--- src/rtl/mips_ctrl_pkg.sv ---
// Shared encodings for the multicycle MIPS control unit: states, opcodes,
// ALU/PC mux codes and the bundled control-word struct.
package mips_ctrl_pkg;

  typedef enum logic [3:0] {
    S_IDLE    = 4'd0,
    S_FETCH   = 4'd1,
    S_DECODE  = 4'd2,
    S_MEMADR  = 4'd3,
    S_MEMRD   = 4'd4,
    S_MEMWB   = 4'd5,
    S_MEMWR   = 4'd6,
    S_EXEC    = 4'd7,
    S_RWB     = 4'd8,
    S_BRANCH  = 4'd9,
    S_JUMP    = 4'd10,
    S_ILLEGAL = 4'd11
  } state_t;

  localparam logic [5:0] OP_R   = 6'd0;
  localparam logic [5:0] OP_J   = 6'd2;
  localparam logic [5:0] OP_BEQ = 6'd4;
  localparam logic [5:0] OP_LW  = 6'd35;
  localparam logic [5:0] OP_SW  = 6'd43;

  localparam logic [1:0] ALU_ADD   = 2'b00;
  localparam logic [1:0] ALU_SUB   = 2'b01;
  localparam logic [1:0] ALU_FUNCT = 2'b10;

  localparam logic [1:0] PCS_ALU    = 2'b00;
  localparam logic [1:0] PCS_ALUOUT = 2'b01;
  localparam logic [1:0] PCS_JUMP   = 2'b10;

  // ALU B-operand select: register B, constant 4, sign-ext imm, imm << 2
  localparam logic [1:0] SRCB_REG   = 2'b00;
  localparam logic [1:0] SRCB_FOUR  = 2'b01;
  localparam logic [1:0] SRCB_IMM   = 2'b10;
  localparam logic [1:0] SRCB_IMMSH = 2'b11;

  typedef struct packed {
    logic       pc_write;
    logic       pc_write_cond;
    logic       i_or_d;
    logic       mem_read;
    logic       mem_write;
    logic       ir_write;
    logic       mem_to_reg;
    logic       reg_dst;
    logic       reg_write;
    logic       alu_src_a;
    logic [1:0] alu_src_b;
    logic [1:0] alu_op;
    logic [1:0] pc_source;
    logic       instr_done;
    logic       illegal_op;
  } ctrl_t;

endpackage

--- src/rtl/mips_ctrl_outdec.sv ---
// Per-state control-word decode. Depends only on state and MemReady, never on
// the opcode. JUMP outputs exist only when MIPS_CTRL_JUMP_EN is defined.
module mips_ctrl_outdec
  import mips_ctrl_pkg::*;
(
  input  state_t state,
  input  logic   mem_ready,
  output ctrl_t  ctrl
);

  always_comb begin
    ctrl = '0;
    case (state)
      S_FETCH: begin
        ctrl.mem_read  = 1'b1;
        ctrl.alu_src_b = SRCB_FOUR;
        ctrl.alu_op    = ALU_ADD;
        ctrl.pc_source = PCS_ALU;
        // IR and PC latch only in the cycle the fetch data actually arrives
        ctrl.ir_write  = mem_ready;
        ctrl.pc_write  = mem_ready;
      end
      S_DECODE: begin
        ctrl.alu_src_b = SRCB_IMMSH;
        ctrl.alu_op    = ALU_ADD;
      end
      S_MEMADR: begin
        ctrl.alu_src_a = 1'b1;
        ctrl.alu_src_b = SRCB_IMM;
        ctrl.alu_op    = ALU_ADD;
      end
      S_MEMRD: begin
        ctrl.mem_read = 1'b1;
        ctrl.i_or_d   = 1'b1;
      end
      S_MEMWB: begin
        ctrl.reg_write  = 1'b1;
        ctrl.mem_to_reg = 1'b1;
        ctrl.instr_done = 1'b1;
      end
      S_MEMWR: begin
        ctrl.mem_write  = 1'b1;
        ctrl.i_or_d     = 1'b1;
        ctrl.instr_done = mem_ready;
      end
      S_EXEC: begin
        ctrl.alu_src_a = 1'b1;
        ctrl.alu_src_b = SRCB_REG;
        ctrl.alu_op    = ALU_FUNCT;
      end
      S_RWB: begin
        ctrl.reg_write  = 1'b1;
        ctrl.reg_dst    = 1'b1;
        ctrl.instr_done = 1'b1;
      end
      S_BRANCH: begin
        ctrl.alu_src_a     = 1'b1;
        ctrl.alu_src_b     = SRCB_REG;
        ctrl.alu_op        = ALU_SUB;
        ctrl.pc_write_cond = 1'b1;
        ctrl.pc_source     = PCS_ALUOUT;
        ctrl.instr_done    = 1'b1;
      end
`ifdef MIPS_CTRL_JUMP_EN
      S_JUMP: begin
        ctrl.pc_write   = 1'b1;
        ctrl.pc_source  = PCS_JUMP;
        ctrl.instr_done = 1'b1;
      end
`endif
      S_ILLEGAL: begin
        ctrl.illegal_op = 1'b1;
        ctrl.instr_done = 1'b1;
      end
      default: ctrl = '0;
    endcase
  end

endmodule

--- src/rtl/mips_multicycle_control.sv ---
// Multicycle MIPS control FSM: state register and next-state logic; outputs
// come from mips_ctrl_outdec. Define MIPS_CTRL_JUMP_EN to support j (opcode 2).
module mips_multicycle_control
  import mips_ctrl_pkg::*;
(
  input  logic       CLK,
  input  logic       Reset,
  input  logic [5:0] Opcode,
  input  logic       MemReady,
  output logic       PCWrite,
  output logic       PCWriteCond,
  output logic       IorD,
  output logic       MemRead,
  output logic       MemWrite,
  output logic       IRWrite,
  output logic       MemtoReg,
  output logic       RegDst,
  output logic       RegWrite,
  output logic       ALUSrcA,
  output logic [1:0] ALUSrcB,
  output logic [1:0] ALUOp,
  output logic [1:0] PCSource,
  output logic [3:0] State,
  output logic       InstrDone,
  output logic       IllegalOp
);

  state_t state_q, state_d;
  ctrl_t  ctrl;

  always_comb begin
    state_d = state_q;
    case (state_q)
      S_IDLE:   state_d = S_FETCH;
      S_FETCH:  if (MemReady) state_d = S_DECODE;
      S_DECODE: begin
        case (Opcode)
          OP_R:          state_d = S_EXEC;
          OP_LW, OP_SW:  state_d = S_MEMADR;
          OP_BEQ:        state_d = S_BRANCH;
`ifdef MIPS_CTRL_JUMP_EN
          OP_J:          state_d = S_JUMP;
`endif
          default:       state_d = S_ILLEGAL;
        endcase
      end
      S_MEMADR: state_d = (Opcode == OP_LW) ? S_MEMRD : S_MEMWR;
      S_MEMRD:  if (MemReady) state_d = S_MEMWB;
      S_MEMWR:  if (MemReady) state_d = S_FETCH;
      S_EXEC:   state_d = S_RWB;
      S_MEMWB, S_RWB, S_BRANCH, S_ILLEGAL: state_d = S_FETCH;
`ifdef MIPS_CTRL_JUMP_EN
      S_JUMP:   state_d = S_FETCH;
`endif
      default:  state_d = S_FETCH;
    endcase
  end

  // IDLE decodes to an all-zero control word, so async reset clears outputs too
  always_ff @(posedge CLK or negedge Reset) begin
    if (!Reset) state_q <= S_IDLE;
    else        state_q <= state_d;
  end

  mips_ctrl_outdec u_outdec (
    .state     (state_q),
    .mem_ready (MemReady),
    .ctrl      (ctrl)
  );

  assign PCWrite     = ctrl.pc_write;
  assign PCWriteCond = ctrl.pc_write_cond;
  assign IorD        = ctrl.i_or_d;
  assign MemRead     = ctrl.mem_read;
  assign MemWrite    = ctrl.mem_write;
  assign IRWrite     = ctrl.ir_write;
  assign MemtoReg    = ctrl.mem_to_reg;
  assign RegDst      = ctrl.reg_dst;
  assign RegWrite    = ctrl.reg_write;
  assign ALUSrcA     = ctrl.alu_src_a;
  assign ALUSrcB     = ctrl.alu_src_b;
  assign ALUOp       = ctrl.alu_op;
  assign PCSource    = ctrl.pc_source;
  assign InstrDone   = ctrl.instr_done;
  assign IllegalOp   = ctrl.illegal_op;
  assign State       = state_q;

endmodule

--- config.mk ---
export PLATFORM = sky130hd
export DESIGN_NAME = mips_multicycle_control
export DESIGN_NICKNAME = d
export VERILOG_FILES = /design/src/rtl/mips_ctrl_pkg.sv /design/src/rtl/mips_ctrl_outdec.sv /design/src/rtl/mips_multicycle_control.sv
export SDC_FILE = /design/constraint.sdc
export NUM_CORES = 1
export LEC_CHECK = 0
export BUFFER_PORTS_ARGS = -buffer_cell sky130_fd_sc_hd__buf_2
export CAP_MARGIN = 5
export CORE_AREA = 2 2 39 41
export CTS_BUF_LIST = sky130_fd_sc_hd__clkbuf_4 sky130_fd_sc_hd__clkbuf_8
export CTS_CLUSTER_DIAMETER = 60
export CTS_CLUSTER_SIZE = 24
export DETAILED_ROUTE_END_ITERATION = 8
export DIE_AREA = 0 0 41 43
export PLACE_DENSITY = 0.62
export SYNTH_ARGS = -nofsm -noshare
export SYNTH_HDL_FRONTEND = slang
export SYNTH_SLANG_ARGS = --single-unit
--- constraint.sdc ---
create_clock -name CLK -period 2.7 [get_ports CLK]
set_input_delay 0.135 -clock CLK [delete_from_list [all_inputs] [get_ports CLK]]
set_output_delay 0.135 -clock CLK [all_outputs]
set_load 0.02 [all_outputs]
# After elaboration in Yosys (flattened, before gate mapping)
# Index checks and enable logic that the tools add are counted.
[op_classes] n_eq_ne=16 n_mux=19 reduce_logical=8
[ops] op="one-hot mux 4 bit (6 select lines)" count=1
[ops] op="one-hot mux 4 bit (5 select lines)" count=1
[ops] op="equality test 4 x 3 -> 1 bit (second input constant)" count=4
[ops] op="equality test 4 bit (second input constant)" count=3
[ops] op="equality test 6 bit (second input constant)" count=2
[ops] op="2-to-1 mux 4 bit" count=3
[ops] op="one-hot mux 4 bit (3 select lines)" count=1
[ops] op="2-to-1 mux 1 bit" count=11
[ops] op="equality test 4 x 2 -> 1 bit (second input constant)" count=2
[ops] op="OR reduction 2 bit" count=4
[ops] op="equality test 6 x 3 -> 1 bit (second input constant)" count=1
[ops] op="logical NOT 6 bit" count=1
[ops] op="inequality test 2 bit (second input constant)" count=3
[ops] op="equality test 4 x 1 -> 1 bit (second input constant)" count=1
[ops] op="OR reduction 4 bit" count=1
[ops] op="AND reduction 3 bit" count=1
[ops] op="OR reduction 3 bit" count=1
[ops] op="2-to-1 mux 2 bit" count=1
[ops] op="one-hot mux 1 bit (2 select lines)" count=1
[totals] ff_bits=4 in_bits=9 out_inout_bits=22 wordCells=44

# Depth between registers and ports, before layout
# Gate-level depths: netlist (run 1).
[logic_depth] depth_word=4 depth_mapped=5 mapped_depth_nobuf=4

# Modules after synthesis
# A second synthesis (run 1) with hierarchy kept.
[hier_totals] hier_cells=66 hier_area_um2=524.3
[by_module_without_submodules] module="mips_multicycle_control" n_inst=1 cells_each=31 area_each_um2=291.5 seq_area_each_um2=100.1
[by_module_without_submodules] module="mips_ctrl_outdec" n_inst=1 cells_each=35 area_each_um2=232.7 seq_area_each_um2=0.0

# Worst setup path after synthesis (run 1)
# No wires, ideal clock.
[synth_path] path_type="flip-flop to output port" from="reg state_q[2], in the netlist State[2]" to="out PCWrite" arrival_time_ps=1672 slack_ps=893 path_stages_with_launch=5 cell_sequence="dfrtp_1 -> buf_6 -> and2b_2 -> nor3b_1 -> buf_4"
[synth_via] elab_chain_len=2
[synth_lines] element="start: declaration" line_no="mips_multicycle_control.sv:28" text="state_t state_q, state_d;"
[synth_lines] element="start signal: assignment" line_no="mips_multicycle_control.sv:62" text="else state_q <= state_d;"
[synth_lines] element="equality test 4 x 1 -> 1 bit"
[synth_lines] element="2-to-1 mux 1 bit"
[synth_lines] element="end: declaration" line_no="mips_multicycle_control.sv:10" text="output logic PCWrite,"
# Every way passes these cells.

# Worst setup path after layout (run 1)
[layout_path] from="reg state_q[2], in the netlist State[2]" to="out InstrDone"
[layout_via] elab_chain_len=3 elab_cells_between_ends=7 classes_between="eq/ne (5); mux (1); reduce/logical (1)"
[layout_lines] element="equality test 4 x 3 -> 1 bit or equality test 4 bit (tied branches)" line_no="mips_ctrl_outdec.sv:13" text="case (state)"
[layout_lines] element="OR reduction 4 bit (no line)"
[layout_lines] element="one-hot mux 1 bit (2 select lines) (*)" line_no="mips_ctrl_outdec.sv:13"
[layout_lines] element="end: declaration" line_no="mips_multicycle_control.sv:24" text="output logic InstrDone,"
# Every way passes the cells marked *; elsewhere a longest branch is shown, timed or not.

==> impl_metrics.toml, run 1 <==
[run_status]
status = "finished, final reports clean"

[setup_path]
r2r_slack_ns = 1.30
cp-startpoint = "State[2]$_DFFE_PN0P_"
r2r-start = "State[1]$_DFFE_PN0P_"
path_depth = 5
reg2reg_depth = 3
path_cells = "inv_4, nand2_1, o21ai_0, a211o_1, buf_2"
start_kind = "flip-flop"
cp.buffers_inverters = 2
crit_type = "flip-flop to primary output"
critPathMaxFanout = 10
cpLargestDelayFamily = "flip-flops"
critPathSlowestCell = "dfrtp_1"
cp.arrival_ns = 1.64
critical_path.max_stage_delay_ns = 0.55
required_ns = 2.57
end_kind = "primary output"

[global_route]
grt_pass1_wl_mm = 1.68
grt_max_degree = 19
antenna_found_initial = 0
gr-total-overflow = 0
groute.usage.overall_pct = 14.2
first_global_vias = 399

[final_layout]
largest_reg_flops = 4
syn2layout_area_growth_pct = 35.5
n_antenna_cell = 0
finalNetCount = 98
fin_cells = 103
drive_gt1_share_pct = 42.5

[sta]
slew_viol_final = 0
worst_slew_pin_slew_ns = 0.533
fin_crit_ns = 1.78
fmax_ghz = 0.563
final-setup-viol-count = 0
slew_headroom_pct = 64.4
worst_clock_skew_ns = 0.00340
fin_setup_tns_ns = 0
hold_violations = 0
rsz0062_at_grt = "false"
min_period_over_period_pct = 65.8
fin_ws_ns = 0.923

[synthesis]
syn_area_um2 = 423
yosys.area_share.simple_pct = 39.6
syn_area_per_cell_um2 = 6.93
synth_mux_area_share_pct = 0
async_reset_ff_share_pct = 100
synth_enable_flop_cells = 0
yosys.area_share.adder_pct = 0
ys_ff_latch = 4
synthTopCellsByCount = "10 x nor2_1, 6 x nand2_1, 5 x nor3_1"
yosysWarnings = 0
synthCells = 61
synth_top_family_by_area = "simple AND/OR/NAND/NOR gates"
synth.top_cell.area_share_pct = 23.7
post-synth-top-count-cell = "nor2_1"
ys_seq_area_share_pct = 23.7
synth_compound_area_share_pct = 17.2
synth.distinct_cells = 30
synth-xor-area-share_pct = 4.14
synth_ff_type = "dfrtp_1"
syn-num-nets = 70
yosys-top-cells-area = "dfrtp_1 24%, nor2_1 8.9%, nor3_1 5.9%"
synth_largest_area_cell = "dfrtp_1"

[drt]
route.detailed.drc = 0
drt-wirelength-per-cell_um = 10.5
wl_mm = 1.08
num_vias = 505
dr.pass1.iters = 4
via_per_inst = 4.90
drtIter0Drc = 7
postRouteAntennaNets = 0

[pwr]
powerDensity_nw_per_um2 = 1200
max-vdd-ir-drop_v = 0.000377
leakagePower_nw = 0.312
finalPower_w = 0.000689

[cts]
cts-root-buf = "clkbuf_4"
cts-resized-gates = 0
clk_latency_ns = 0.23
numCtsBuffers = 3
cts_num_sinks = 4
cts_buffer_depth = 2
cts.clk_slew.worst_paths_ns = 0.04
cts_hold_buffers = 1
post_cts_buffers = 0
tritoncts = "built"
h-tree-depth = 1

[placement]
dp_cells = 99
hpwl_um = 841
pre_cts_slack_ns = 1.17
gp_congestion = 0.791
port_buffers = 29

[floorplanning]
floorplan.initialDensity_pct = 30.6
dieArea_um2 = 1760
core_area_um2 = 1380
std_cell_rows = 14
pin_count = 31
die_h_um = 43
die_w_um = 41

[hold_path]
hp-class = "primary input to asynchronous set/reset pin"

[job]
maxCapViolCount = 0
==> cell type report <==
cell class,instances,area [µm²]
timing repair buffer,30,155
tap,16,20.0
sequential,4,100
multi-input combinational,47,262
fill,160,811
clock buffer,3,22.5
inverter,3,13.8
==> metrics by stage <==
step / area [µm²] / util (%) / hold WS [ns]
floorplan: 423 / - / -0.161
global placement: 541 / 39.1 / -0.0598
detailed placement: 541 / 39.1 / -0.0600
CTS: 573 / 41.4 / 0.222
global route: 573 / 41.4 / 0.227
finish: 573 / 41.4 / 0.230
==> logic make-up after synthesis <==
kind of cell           Yosys count
AND/OR/NAND/NOR                 33
AO/OA/AOI/OAI                   11
buffers and inverters           10
flip-flops                       4
XOR/XNOR                         2
other                            1
==> where the power goes <==
part	internal (W)	total (W)	switching, W
Combinational	0.000172	0.000458	0.000286
Clock	0.0000496	0.0000732	0.0000236
Sequential	0.0000820	0.000158	0.0000757
==> final timing paths <==
path                                   endpoint
hold / removal             State[0]$_DFFE_PN0P_
min in group CLK           State[1]$_DFFE_PN0P_
setup reg to reg           State[1]$_DFFE_PN0P_
hold reg to reg            State[1]$_DFFE_PN0P_
setup / recovery                      InstrDone
max in group asynchronous  State[3]$_DFFE_PN0P_
==> routing by layer <==
layer	GRT usage, %	part of all wire [%]	vias up
met4	12.0	3.4	0
met1	18.1	43	228
met5	0	0	-
met2	19.1	48	17
li1	-	-	256
met3	3.14	5.5	4
==> cell usage in the layout, fill, tap and decap left out <==
cell            n
buf_2          29
nor2_1         10
nand2_1         6
nor3_1          5
dfrtp_1         4
o21ai_0         3
a21oi_1         3
clkbuf_4        3
inv_1           2
nand2b_1        2
xnor2_1         2
nand3_1         2
inv_4           1
a211o_1         1
or2_2           1
and2b_2         1
nor3b_1         1
and2_1          1
or3_4           1
a21o_2          1
nor4_1          1
o31ai_1         1
nand3b_1        1
nand4_1         1
o311ai_0        1
a311oi_1        1
conb_1          1
dlygate4sd3_1   1
Note: power is estimated with default switching activity, not from simulation.
==> run 2, diff against run 1 <==
--- a/config.mk
+++ b/config.mk
@@ -13,7 +13,7 @@
 export CTS_CLUSTER_SIZE = 24
 export DETAILED_ROUTE_END_ITERATION = 8
 export DIE_AREA = 0 0 41 43
-export PLACE_DENSITY = 0.62
+export PLACE_DENSITY = 0.65
 export SYNTH_ARGS = -nofsm -noshare
 export SYNTH_HDL_FRONTEND = slang
 export SYNTH_SLANG_ARGS = --single-unit
==> constraint.sdc (replaced) <==
create_clock -name CLK -period 1.4 [get_ports CLK]
set_input_delay 0.07 -clock CLK [delete_from_list [all_inputs] [get_ports CLK]]
set_output_delay 0.07 -clock CLK [all_outputs]
set_load 0.02 [all_outputs]
==> run 2 against run 1 <==
  * The run now ends with negative setup slack left
  * Sequential power up 53%
  * Clock power up 120%
  * Via count up 17%
  * Critical path type unchanged
  * Largest cell class unchanged
  * Highest routed layer unchanged
==> impl_metrics.toml, run 2 (same netlist as run 1, synthesis figures left out) <==
[setup_path]
path_cells = "inv_4, nand2_4, o21ai_2, a211o_1, buf_6"
regToRegEndpoint = "State[1]$_DFFE_PN0P_"
reg2reg_depth = 4
cp-startpoint = "State[2]$_DFFE_PN0P_"
cp.buffers_inverters = 2
required_ns = 1.33
r2r-start = "State[2]$_DFFE_PN0P_"
start_kind = "flip-flop"
end_kind = "primary output"
cpLargestDelayFamily = "flip-flops"
r2r_slack_ns = 0.08
path_depth = 5
crit_type = "flip-flop to primary output"
critPathSlowestCell = "dfrtp_2"
critical_path.max_stage_delay_ns = 0.45
critPathMaxFanout = 6
cp-endpoint = "InstrDone"
cp.arrival_ns = 1.35

[sta]
rsz0062_at_grt = "true"
slew_viol_final = 0
final-setup-viol-count = 4
fin_ws_ns = -0.0221
fin_setup_tns_ns = -0.0438
fin_crit_ns = 1.42
worst_clock_skew_ns = 0.00893
hold_violations = 0
fmax_ghz = 0.703
min_period_over_period_pct = 102

[placement]
hpwl_mm = 1.04
pre_cts_slack_ns = 0.0639
port_buffers = 29
dp_cells = 105
gp_congestion = 0.836
dpl-instance-area_um2 = 607

[final_layout]
seq_area_um2 = 104
multiInputGateArea_um2 = 329
design_area_um2 = 783
n_antenna_cell = 0
finalNetCount = 112
syn2layout_area_growth_pct = 85.2
n_fill_cell = 136
fin_cells = 117
largest_reg_flops = 4
drive_gt1_share_pct = 65.3
layout_common_cells = "20 x buf_2, 20 x buf_4, 10 x nor2_1, 4 x nand2_1, 4 x nor3_2"

[global_route]
antenna_found_initial = 0
gr-total-overflow = 0
first_global_vias = 513
groute.usage.overall_pct = 18.4
grt_max_degree = 9
grt_pass1_wl_mm = 2.20

[drt]
drtIter0Drc = 16
postRouteAntennaNets = 0
num_vias = 589
dr.pass1.iters = 5
route.detailed.drc = 0
wl_mm = 1.47
drt-wirelength-per-cell_um = 12.5
via_per_inst = 5.03

[pwr]
max-vdd-ir-drop_v = 0.000962
sw_frac_of_total_pct = 49.4
power_frac_comb_pct = 78.5
p_int_w = 0.000945
sequentialPowerShare_pct = 12.9
clkPwrFrac_pct = 8.6
leakagePower_nw = 0.403
finalPower_w = 0.00187
p_sw_w = 0.000921
powerDensity_nw_per_um2 = 2380

[cts]
tritoncts = "built"
cts-root-buf = "clkbuf_4"
numCtsBuffers = 3
h-tree-depth = 1
cts.clk_slew.worst_paths_ns = 0.05
cts_buffer_depth = 2
clk_latency_ns = 0.25
cts_num_sinks = 4

[floorplanning]
die_h_um = 43
pin_count = 31
std_cell_rows = 14
die_w_um = 41
dieArea_um2 = 1760
core_area_um2 = 1380
floorplan.initialDensity_pct = 30.6

[run_status]
violations = "negative setup slack"
status = "finished with violations"

[hold_path]
hp-class = "primary input to asynchronous set/reset pin"

[job]
maxCapViolCount = 0
## run 2: layout make-up
class                      count  area share [%]
sequential                     4            13.3
clock buffer                   3            2.88
tap                           16            2.56
inverter                       3            1.76
timing repair buffer          44            37.5
multi-input combinational     47            42.0
## run 2: timing repair
item | in CTS | in global routing
setup buffers | 5 | 3
hold buffers | 1 | 0
resized for setup | 11 | 15
pin swaps | 1 | 3
endpoints found under the hold margin | 4 | 0
setup endpoints to repair | 9 | 9
## run 2: routing by layer
layer	track usage (%)	up-vias	part of all wire, %
met5	0	-	0
met4	10.0	0	1.7
met3	1.57	2	4.6
met2	27.2	25	51
met1	25.2	277	42
li1	-	285	-
## run 2: worst register-to-register path, cell delays in order, from the launching register on
cell and delay (ns):
dfrtp_2 0.45, inv_4 0.06, buf_4 0.14, or3_4 0.36, a311oi_1 0.21
## run 2: worst min path at each step
stage	depth (start not counted)	end	slack (ns)
floorplan	0	State[0]$_DFFE_PN0P_	-0.23
global placement	1	State[1]$_DFFE_PN0P_	-0.11
detailed placement	1	State[1]$_DFFE_PN0P_	-0.11
CTS	2	State[0]$_DFFE_PN0P_	0.16
global route	3	State[1]$_DFFE_PN0P_	0.17
finish	2	State[0]$_DFFE_PN0P_	0.16
## run 2: through the flow
| stage | hold slack, ns | utilization, % |
|---|---|---|
| 2_1_floorplan | -0.226 | - |
| 3_3_place_gp | -0.113 | 43.9 |
| 3_5_place_dp | -0.109 | 43.9 |
| 4_1_cts | 0.161 | 51.3 |
| 5_1_grt | 0.171 | 56.6 |
| 6_report | 0.164 | 56.6 |
## run 2: power by group through the flow
stage | clock, W | sequential, W | combinational (W)
CTS | 0.000161 | 0.000234 | 0.00128
detailed placement | 0 | 0.000242 | 0.00110
finish | 0.000161 | 0.000241 | 0.00146
global route | 0.000170 | 0.000249 | 0.00159
global placement | 0 | 0.000239 | 0.00109
floorplan | 0 | 0.000254 | 0.000761
==> run 3, diff against run 2 <==
--- a/config.mk
+++ b/config.mk
@@ -7,13 +7,15 @@
 export LEC_CHECK = 0
 export BUFFER_PORTS_ARGS = -buffer_cell sky130_fd_sc_hd__buf_2
 export CAP_MARGIN = 5
-export CORE_AREA = 2 2 39 41
+export CELL_PAD_IN_SITES_DETAIL_PLACEMENT = 1
+export CELL_PAD_IN_SITES_GLOBAL_PLACEMENT = 1
+export CORE_MARGIN = 3
+export CORE_UTILIZATION = 23
 export CTS_BUF_LIST = sky130_fd_sc_hd__clkbuf_4 sky130_fd_sc_hd__clkbuf_8
 export CTS_CLUSTER_DIAMETER = 60
 export CTS_CLUSTER_SIZE = 24
 export DETAILED_ROUTE_END_ITERATION = 8
-export DIE_AREA = 0 0 41 43
-export PLACE_DENSITY = 0.65
+export PLACE_DENSITY = 0.72
 export SYNTH_ARGS = -nofsm -noshare
 export SYNTH_HDL_FRONTEND = slang
 export SYNTH_SLANG_ARGS = --single-unit
==> run 3 against run 2 <==
  * The flow still finishes with violations (negative setup slack)
  * First-iteration DRC count down 75%
  * Register-to-register slack worse by 0.11 ns
  * Flip-flop and latch count unchanged
  * Die area up 36%
  * Fmax down 3.9%
  * Critical endpoint unchanged
  * Largest cell class unchanged
==> impl_metrics.toml, run 3 (same netlist as run 1, synthesis figures left out) <==
[pwr]
powerDensity_nw_per_um2 = 2350
max-vdd-ir-drop_v = 0.000913
leakagePower_nw = 0.390

[job]
maxCapViolCount = 0

[drt]
drt-wirelength-per-cell_um = 14.1
drtIter0Drc = 4
route.detailed.drc = 0
num_vias = 577
via_per_inst = 4.73
dr.pass1.iters = 3
wl_mm = 1.72
postRouteAntennaNets = 0

[final_layout]
n_fill_cell = 217
seq_area_um2 = 103
layout_common_cells = "24 x buf_2, 9 x nor2_1, 8 x buf_4, 8 x buf_6, 4 x nand2_1"
n_antenna_cell = 0
final_common_cell = "buf_2"
multiInputGateArea_um2 = 335
fin_util_pct = 48.7
largest_reg_flops = 4
syn2layout_area_growth_pct = 85.5
drive_gt1_share_pct = 62.2
finalNetCount = 109

[floorplanning]
dieArea_um2 = 2390
floorplan.initialDensity_pct = 26.2
die_w_um = 48.9
core_area_um2 = 1610
pin_count = 31
std_cell_rows = 14
die_h_um = 48.9

[setup_path]
reg2reg_depth = 4
cp.arrival_ns = 1.41
start_kind = "flip-flop"
critPathMaxFanout = 6
end_kind = "primary output"
required_ns = 1.33
regToRegEndpoint = "State[1]$_DFFE_PN0P_"
r2r-start = "State[0]$_DFFE_PN0P_"
crit_type = "flip-flop to primary output"
r2r_slack_ns = -0.03

[run_status]
status = "finished with violations"
violations = "negative setup slack"

[sta]
slew_viol_final = 0
hold_ws_ns = 0.178
worst_clock_skew_ns = 0.00669
fmax_ghz = 0.675
hold_violations = 0
fin_ws_ns = -0.0804
final-setup-viol-count = 7
min_period_over_period_pct = 106
fin_crit_ns = 1.48
rsz0062_at_grt = "true"

[hold_path]
hp-class = "primary input to asynchronous set/reset pin"

[cts]
cts-root-buf = "clkbuf_4"
cts_buffer_depth = 2
cts_num_sinks = 4
clk_latency_ns = 0.24
h-tree-depth = 1
numCtsBuffers = 3
tritoncts = "built"
cts.clk_slew.worst_paths_ns = 0.04

[placement]
hpwl_mm = 1.16
gp_congestion = 0.723
port_buffers = 29

[global_route]
grt_pass1_wl_mm = 2.50
first_global_vias = 557
grt_max_degree = 11
gr-total-overflow = 0
groute.usage.overall_pct = 14.0
antenna_found_initial = 0
[run 3: changes by cell type in the layout (fill, tap and decap cells not counted), sizes merged]
cell,change
buf,-3
[run 3: critical path: stages (launching register included)]
cell and delay [ns]:
dfrtp_2 0.43, buf_4 0.15, nand2b_4 0.10, o21ai_1 0.07, a211o_1 0.28, buf_6 0.14
[run 3: worst max path at each step]
stage                                     from              endpoint  slack (ns)  cells past startpoint
after floorplan           State[0]$_DFFE_PN0P_               MemRead       -0.05                      4
after detailed placement  State[0]$_DFFE_PN0P_  State[1]$_DFFE_PN0P_        0.10                      3
final                     State[2]$_DFFE_PN0P_             InstrDone       -0.08                      5
after CTS                 State[2]$_DFFE_PN0P_               IRWrite       -0.07                      4
after global routing      State[2]$_DFFE_PN0P_             InstrDone       -0.14                      5
after global placement    State[0]$_DFFE_PN0P_  State[1]$_DFFE_PN0P_        0.15                      3
[run 3: routing by layer]
layer / track usage, % / share of wire (%) / vias to the layer above
met1: 14.1 / 43 / 267
li1: - / - / 277
met3: 4.28 / 5.8 / 6
met5: 0 / 0 / -
met4: 12.8 / 3.8 / 0
met2: 23.1 / 47 / 27
[run 3: metrics by stage]
stage	power, W	instances	area, µm²	setup slack [ns]	setup TNS, ns
floorplan	0.00102	61	444	-0.0540	-0.144
global placement	0.00132	112	609	0.145	0
detailed placement	0.00134	112	609	0.105	0
CTS	0.00162	119	703	-0.0695	-0.350
global route	0.00200	122	785	-0.144	-0.971
finish	0.00184	122	785	-0.0804	-0.296
[run 3: final cells by class]
class                      instances  area share (%)
clock buffer                       3            2.87
tap                               24            3.83
timing repair buffer              41            35.7
multi-input combinational         47            42.7
inverter                           3            1.75
sequential                         4            13.1
[run 3: power by group]
group          leakage, nW  switching (W)  internal (W)  total, W
Combinational        0.328       0.000828      0.000641   0.00147
Clock               0.0138      0.0000524     0.0000962  0.000149
Sequential          0.0477      0.0000628      0.000164  0.000226
Total                0.390       0.000944      0.000900   0.00184
[run 3: timing repair]
| item | 4_1_cts | 5_1_grt |
|---|---|---|
| setup buffers | 3 | 3 |
| endpoints found under the hold margin | 4 | 0 |
| resized for setup | 11 | 19 |
| hold buffers | 1 | 0 |
| pin swaps | 0 | 2 |
| setup endpoints to repair | 5 | 10 |
